==> config.mk <==
export PLATFORM = sky130hd
export DESIGN_NAME = ext_sram_ctrl
export DESIGN_NICKNAME = d
export VERILOG_FILES = /design/src/rtl/ext_sram_ctrl.sv
export SDC_FILE = /design/constraint.sdc
export NUM_CORES = 1
export LEC_CHECK = 0
export ABC_AREA = 0
export CELL_PAD_IN_SITES_DETAIL_PLACEMENT = 1
export CELL_PAD_IN_SITES_GLOBAL_PLACEMENT = 1
export CORE_UTILIZATION = 31
export CTS_CLUSTER_SIZE = 16
export DETAILED_ROUTE_END_ITERATION = 10
export HOLD_SLACK_MARGIN = 0.03
export PLACE_DENSITY = 0.86
export SYNTH_ARGS = -nofsm -noshare
export SYNTH_HDL_FRONTEND = slang
export SYNTH_SLANG_ARGS = --single-unit
==> constraint.sdc <==
create_clock -name clock -period 2.36 [get_ports clock]
set_input_delay 0.472 -clock clock [delete_from_list [all_inputs] [get_ports clock]]
set_output_delay 0.472 -clock clock [all_outputs]
set_load 0.02 [all_outputs]
==> src/rtl/ext_sram_ctrl.sv <==
// ext_sram_ctrl: turns each 32-bit busmux word access into byte-wide cycles on
// an external asynchronous 8-bit SRAM. Every byte takes a SETUP cycle, a STROBE
// phase stretched by WAIT_STATES, and a HOLD cycle. The CPU is held through the
// busmux stall input until the DONE cycle, when data_read is valid.
module ext_sram_ctrl #(
  parameter int ADDR_WIDTH  = 19,
  parameter int WAIT_STATES = 1
) (
  input  logic                  clock,
  input  logic                  reset,
  input  logic [31:0]           addr,
  input  logic [31:0]           data_write,
  input  logic [3:0]            data_we,
  input  logic                  cs_n,
  output logic [31:0]           data_read,
  output logic                  stall,
  output logic [ADDR_WIDTH-1:0] sram_addr,
  output logic [7:0]            sram_data_o,
  input  logic [7:0]            sram_data_i,
  output logic                  sram_ce_n,
  output logic                  sram_oe_n,
  output logic                  sram_we_n
);

  typedef enum logic [2:0] {IDLE, SETUP, STROBE, HOLD, DONE} state_e;

  localparam logic [3:0] WaitLoad = 4'(WAIT_STATES);

  state_e                state_q, state_d;
  logic [ADDR_WIDTH-3:0] wordAddr_q, wordAddr_d;
  logic [31:0]           wdata_q, wdata_d;
  logic [3:0]            pending_q, pending_d;
  logic                  read_q, read_d;
  logic [1:0]            lane_q, lane_d;
  logic [3:0]            wait_q, wait_d;
  logic [31:0]           rdata_q, rdata_d;
  logic [1:0]            nextLane;
  logic [1:0]            curLane;
  logic                  unusedAddrBits;

  // Byte offset and bits above the SRAM window play no part in the access.
  assign unusedAddrBits = ^{addr[31:ADDR_WIDTH], addr[1:0]};
  assign data_read      = rdata_q;

  // Lowest lane still waiting for its SRAM cycle; unselected write lanes are
  // never in the pending mask, so they cost no cycles at all.
  always_comb begin
    nextLane = 2'd3;
    if (pending_q[0])      nextLane = 2'd0;
    else if (pending_q[1]) nextLane = 2'd1;
    else if (pending_q[2]) nextLane = 2'd2;
  end

  // External address/data bus: SETUP shows the lane being picked, the later
  // phases keep showing the lane that was committed on leaving SETUP.
  always_comb begin
    curLane   = (state_q == SETUP) ? nextLane : lane_q;
    sram_addr = {wordAddr_q, curLane};
    case (curLane)
      2'd0:    sram_data_o = wdata_q[7:0];
      2'd1:    sram_data_o = wdata_q[15:8];
      2'd2:    sram_data_o = wdata_q[23:16];
      default: sram_data_o = wdata_q[31:24];
    endcase
  end

  // State and latched request; reset aborts any access in flight.
  always_ff @(posedge clock or negedge reset) begin
    if (!reset) begin
      state_q    <= IDLE;
      wordAddr_q <= '0;
      wdata_q    <= '0;
      pending_q  <= '0;
      read_q     <= 1'b0;
      lane_q     <= 2'd0;
      wait_q     <= 4'd0;
      rdata_q    <= '0;
    end else begin
      state_q    <= state_d;
      wordAddr_q <= wordAddr_d;
      wdata_q    <= wdata_d;
      pending_q  <= pending_d;
      read_q     <= read_d;
      lane_q     <= lane_d;
      wait_q     <= wait_d;
      rdata_q    <= rdata_d;
    end
  end

  // Sequencer: next state, strobes and CPU stall.
  always_comb begin
    state_d    = state_q;
    wordAddr_d = wordAddr_q;
    wdata_d    = wdata_q;
    pending_d  = pending_q;
    read_d     = read_q;
    lane_d     = lane_q;
    wait_d     = wait_q;
    rdata_d    = rdata_q;
    sram_ce_n  = 1'b1;
    sram_oe_n  = 1'b1;
    sram_we_n  = 1'b1;
    stall      = 1'b0;
    case (state_q)
      IDLE: begin
        stall = !cs_n && reset;
        if (!cs_n) begin
          wordAddr_d = addr[ADDR_WIDTH-1:2];
          wdata_d    = data_write;
          read_d     = (data_we == 4'b0000);
          pending_d  = (data_we == 4'b0000) ? 4'b1111 : data_we;
          state_d    = SETUP;
        end
      end
      SETUP: begin
        stall     = 1'b1;
        sram_ce_n = 1'b0;
        lane_d    = nextLane;
        pending_d = pending_q & ~(4'b0001 << nextLane);
        wait_d    = WaitLoad;
        state_d   = STROBE;
      end
      STROBE: begin
        stall     = 1'b1;
        sram_ce_n = 1'b0;
        sram_oe_n = !read_q;
        sram_we_n = read_q;
        if (wait_q == 4'd0) begin
          state_d = HOLD;
          if (read_q) begin
            case (lane_q)
              2'd0:    rdata_d[7:0]   = sram_data_i;
              2'd1:    rdata_d[15:8]  = sram_data_i;
              2'd2:    rdata_d[23:16] = sram_data_i;
              default: rdata_d[31:24] = sram_data_i;
            endcase
          end
        end else begin
          wait_d = wait_q - 4'd1;
        end
      end
      HOLD: begin
        stall     = 1'b1;
        sram_ce_n = 1'b0;
        state_d   = (pending_q != 4'b0000) ? SETUP : DONE;
      end
      DONE: begin
        state_d = IDLE;
      end
      default: begin
        state_d = IDLE;
      end
    endcase
  end

endmodule

==> results.sh <==
export IMPL_avgRoutedWirePerCell_um=17.3
export IMPL_path_max_fanout=5
export IMPL_start_util=0.321
export IMPL_cts_htree_levels=3
export IMPL_worstSetupEndpointType="primary output"
export IMPL_yosysWarnings=0
export IMPL_die_w_um=117
export IMPL_power_uw=8310
export IMPL_dieArea_sq_um=13700
export IMPL_synth_edf_count=0
export IMPL_placementRows=41
export IMPL_final_common_cell="nand2_1"
export IMPL_coreArea_sq_um=12800
export IMPL_synth_nets=472
export IMPL_cts_root_buffer="clkbuf_16"
export IMPL_avgSynthCellArea_sq_um=10.5
export IMPL_synth_cell_type_count=40
export IMPL_synth_cells=392
export IMPL_rr_worst_depth=6
export IMPL_path_clk_slew_ns=0.07
export IMPL_cts_buffers=9
export IMPL_gp_congestion=0.859
export IMPL_io_buffer_count=126
export IMPL_antenna_cells=0
export IMPL_drt_initial_drc_count=143
export IMPL_cts_tree="yes"
export IMPL_syn_cell_area_sq_um=4100
export IMPL_max_freq_ghz=0.380
export IMPL_drv_cap=0
export IMPL_grt_pass1_wl_um=19700
export IMPL_avgViaCountPerCell=4.68
export IMPL_hp_class="reg -> reg"
export IMPL_peakVddDrop_mv=0.946
export IMPL_cp_required_ns=1.89
export IMPL_timing_final_hold_violations=0
export IMPL_start_kind="register"
export IMPL_grt_overflow=0
export IMPL_setup_viol=9
export IMPL_final_cells=717
export IMPL_ant_nets=0
export IMPL_fin_skew_ns=0.00533
export IMPL_violations="setup timing"
export IMPL_drive_gt1_frac=0.196
export IMPL_drc=0
export IMPL_period_needed_ns=2.63
export IMPL_clock_sinks=95
export IMPL_grt_usage=0.194
export IMPL_ys_seq_area_frac=0.580
export IMPL_slew_violations=0
export IMPL_cellPowerDensity_nw_per_um2=1360
export IMPL_antenna_found_initial=0
export IMPL_die_y_um=117
export IMPL_dp_hpwl_um=8980
export IMPL_worst_endpoint_arrival_ns=2.16
export IMPL_yosysTopAreaCell="dfrtp_1"
export IMPL_crit_type="reg -> out"
export IMPL_grt_max_degree=53
export IMPL_pre_cts_ws_ns=-0.697
export IMPL_cts_buffer_depth=2
export IMPL_synth_top_area_frac=0.580
export IMPL_area_growth_synth_to_final_pct=49.1
export IMPL_status="finished, violations left"
export IMPL_io_pin_count=142
export IMPL_power_leakage_uw=0.00287
export IMPL_synthTopCellsByArea="dfrtp_1, nand2_1, mux2_2"
export IMPL_slew_headroom=0.540
export IMPL_utilization=0.478
export IMPL_worstSkewPairLatency_ns=0.35
export IMPL_worstHoldPathCells=2
export IMPL_ys_ff_latch=95
export IMPL_worst_pin_slew_ns=0.690
export IMPL_grt_pass1_vias=3690
export IMPL_worst_slack_ns=-0.270
export IMPL_timing_final_crit_share=1.11
export IMPL_vias=3358
export IMPL_wl_um=12400
export IMPL_placed_cells=695
export IMPL_async_flop_share=1.00
export IMPL_nNetsFinal=620
export IMPL_synth_main_ff_cell="dfrtp_1"
export IMPL_first_pass_iters=4
export IMPL_final_cell_mix="nand2_1, clkdlybuf4s50_1, dfrtp_1"
export IMPL_rsz0062_at_grt="yes"
==> power breakdown <==
part	leakage [uW]	internal [uW]	switching (uW)	total [uW]
sequential	0.00117	2250	455	2700
combinational	0.00155	1980	2220	4200
clock	0.000137	728	681	1410
==> cell families (layout without fill, tap and decap cells) <==
group | count (synthesis) | in the layout | share of synthesized area
AO/OA/AOI/OAI | 20 | 20 | 0.0290
XOR/XNOR | 1 | 1 | 0.00214
adder cells (fa/ha/maj) | 1 | 1 | 0.00305
buffers and inverters | 25 | 178 | 0.0318
flip-flops | 95 | 95 | 0.580
multiplexers | 57 | 57 | 0.152
AND/OR/NAND/NOR | 193 | 193 | 0.202
==> per-stage QoR <==
step	TNS (ns)	cell area (sq um)	hold slack, ns
after global placement	-4.06	5700	0.283
after CTS	-2.12	6070	0.458
after global routing	-2.54	6110	0.483
after detailed placement	-5.42	5700	0.284
after floorplan	0	4130	0.176
final	-1.96	6110	0.480
==> worst paths after layout <==
path / from / end / slack (ns)
max reg2reg: wait_q[0]$_DFFE_PN0P_ / data_read[2]$_DFFE_PN0P_ / 0.31
max: state_q[1]$_DFFE_PN0P_ / sram_data_o[4] / -0.27
min in group asynchronous: reset / data_read[0]$_DFFE_PN0P_ / 0.49
min: wordAddr_q[5]$_DFFE_PN0P_ / wordAddr_q[5]$_DFFE_PN0P_ / 0.48
max in group asynchronous: reset / wdata_q[25]$_DFFE_PN0P_ / 0.44
min reg2reg: wordAddr_q[5]$_DFFE_PN0P_ / wordAddr_q[5]$_DFFE_PN0P_ / 0.48
==> worst max-delay path, cell delays in order, from the launching register on <==
cell,delay (ns)
dfrtp_1,0.38
or3b_4,0.43
buf_6,0.15
nor3_4,0.22
a21oi_4,0.07
buf_6,0.16
mux2i_2,0.21
buf_4,0.18
==> Yosys cell counts, types with 4 or more instances <==
library cell / instances
nor3_1: 4
mux2i_1: 24
mux2_2: 28
inv_1: 6
o22ai_1: 4
a21oi_1: 6
o21ai_0: 6
clkbuf_1: 10
mux2_1: 4
nand2_1: 155
nand2b_1: 4
nor2_1: 13
dfrtp_1: 95
==> state kept, by name (all words and copies together), names as in the netlist <==
signal and count:
data_read 32, lane_q 2, pending_q 4, read_q 1
state_q 3, wait_q 4, wdata_q 32, wordAddr_q 17
==> metal layers <==
layer  global-route usage  wire length (um)
met1                0.218              5110
met4               0.0608               166
met2                0.361              6380
met3               0.0453               733
met5                    0                 0
==> layout make-up <==
class | count | area [sq um]
clock inverters | 7 | 58.8
multi-input cells | 272 | 1690
well taps | 172 | 215
clock buffers | 9 | 225
fillers | 1370 | 6670
flip-flops and latches | 95 | 2380
inverters | 7 | 28.8
repair buffers | 155 | 1510
==> timing repair <==
action	in CTS	in global routing
gates resized for setup	58	9
gates cloned	1	0
hold buffers	1	0
endpoints found under the setup margin	12	10
pin swaps	2	1
setup buffers	3	1
endpoints found under the hold margin	4	0
(Power assumes the default switching activity.)
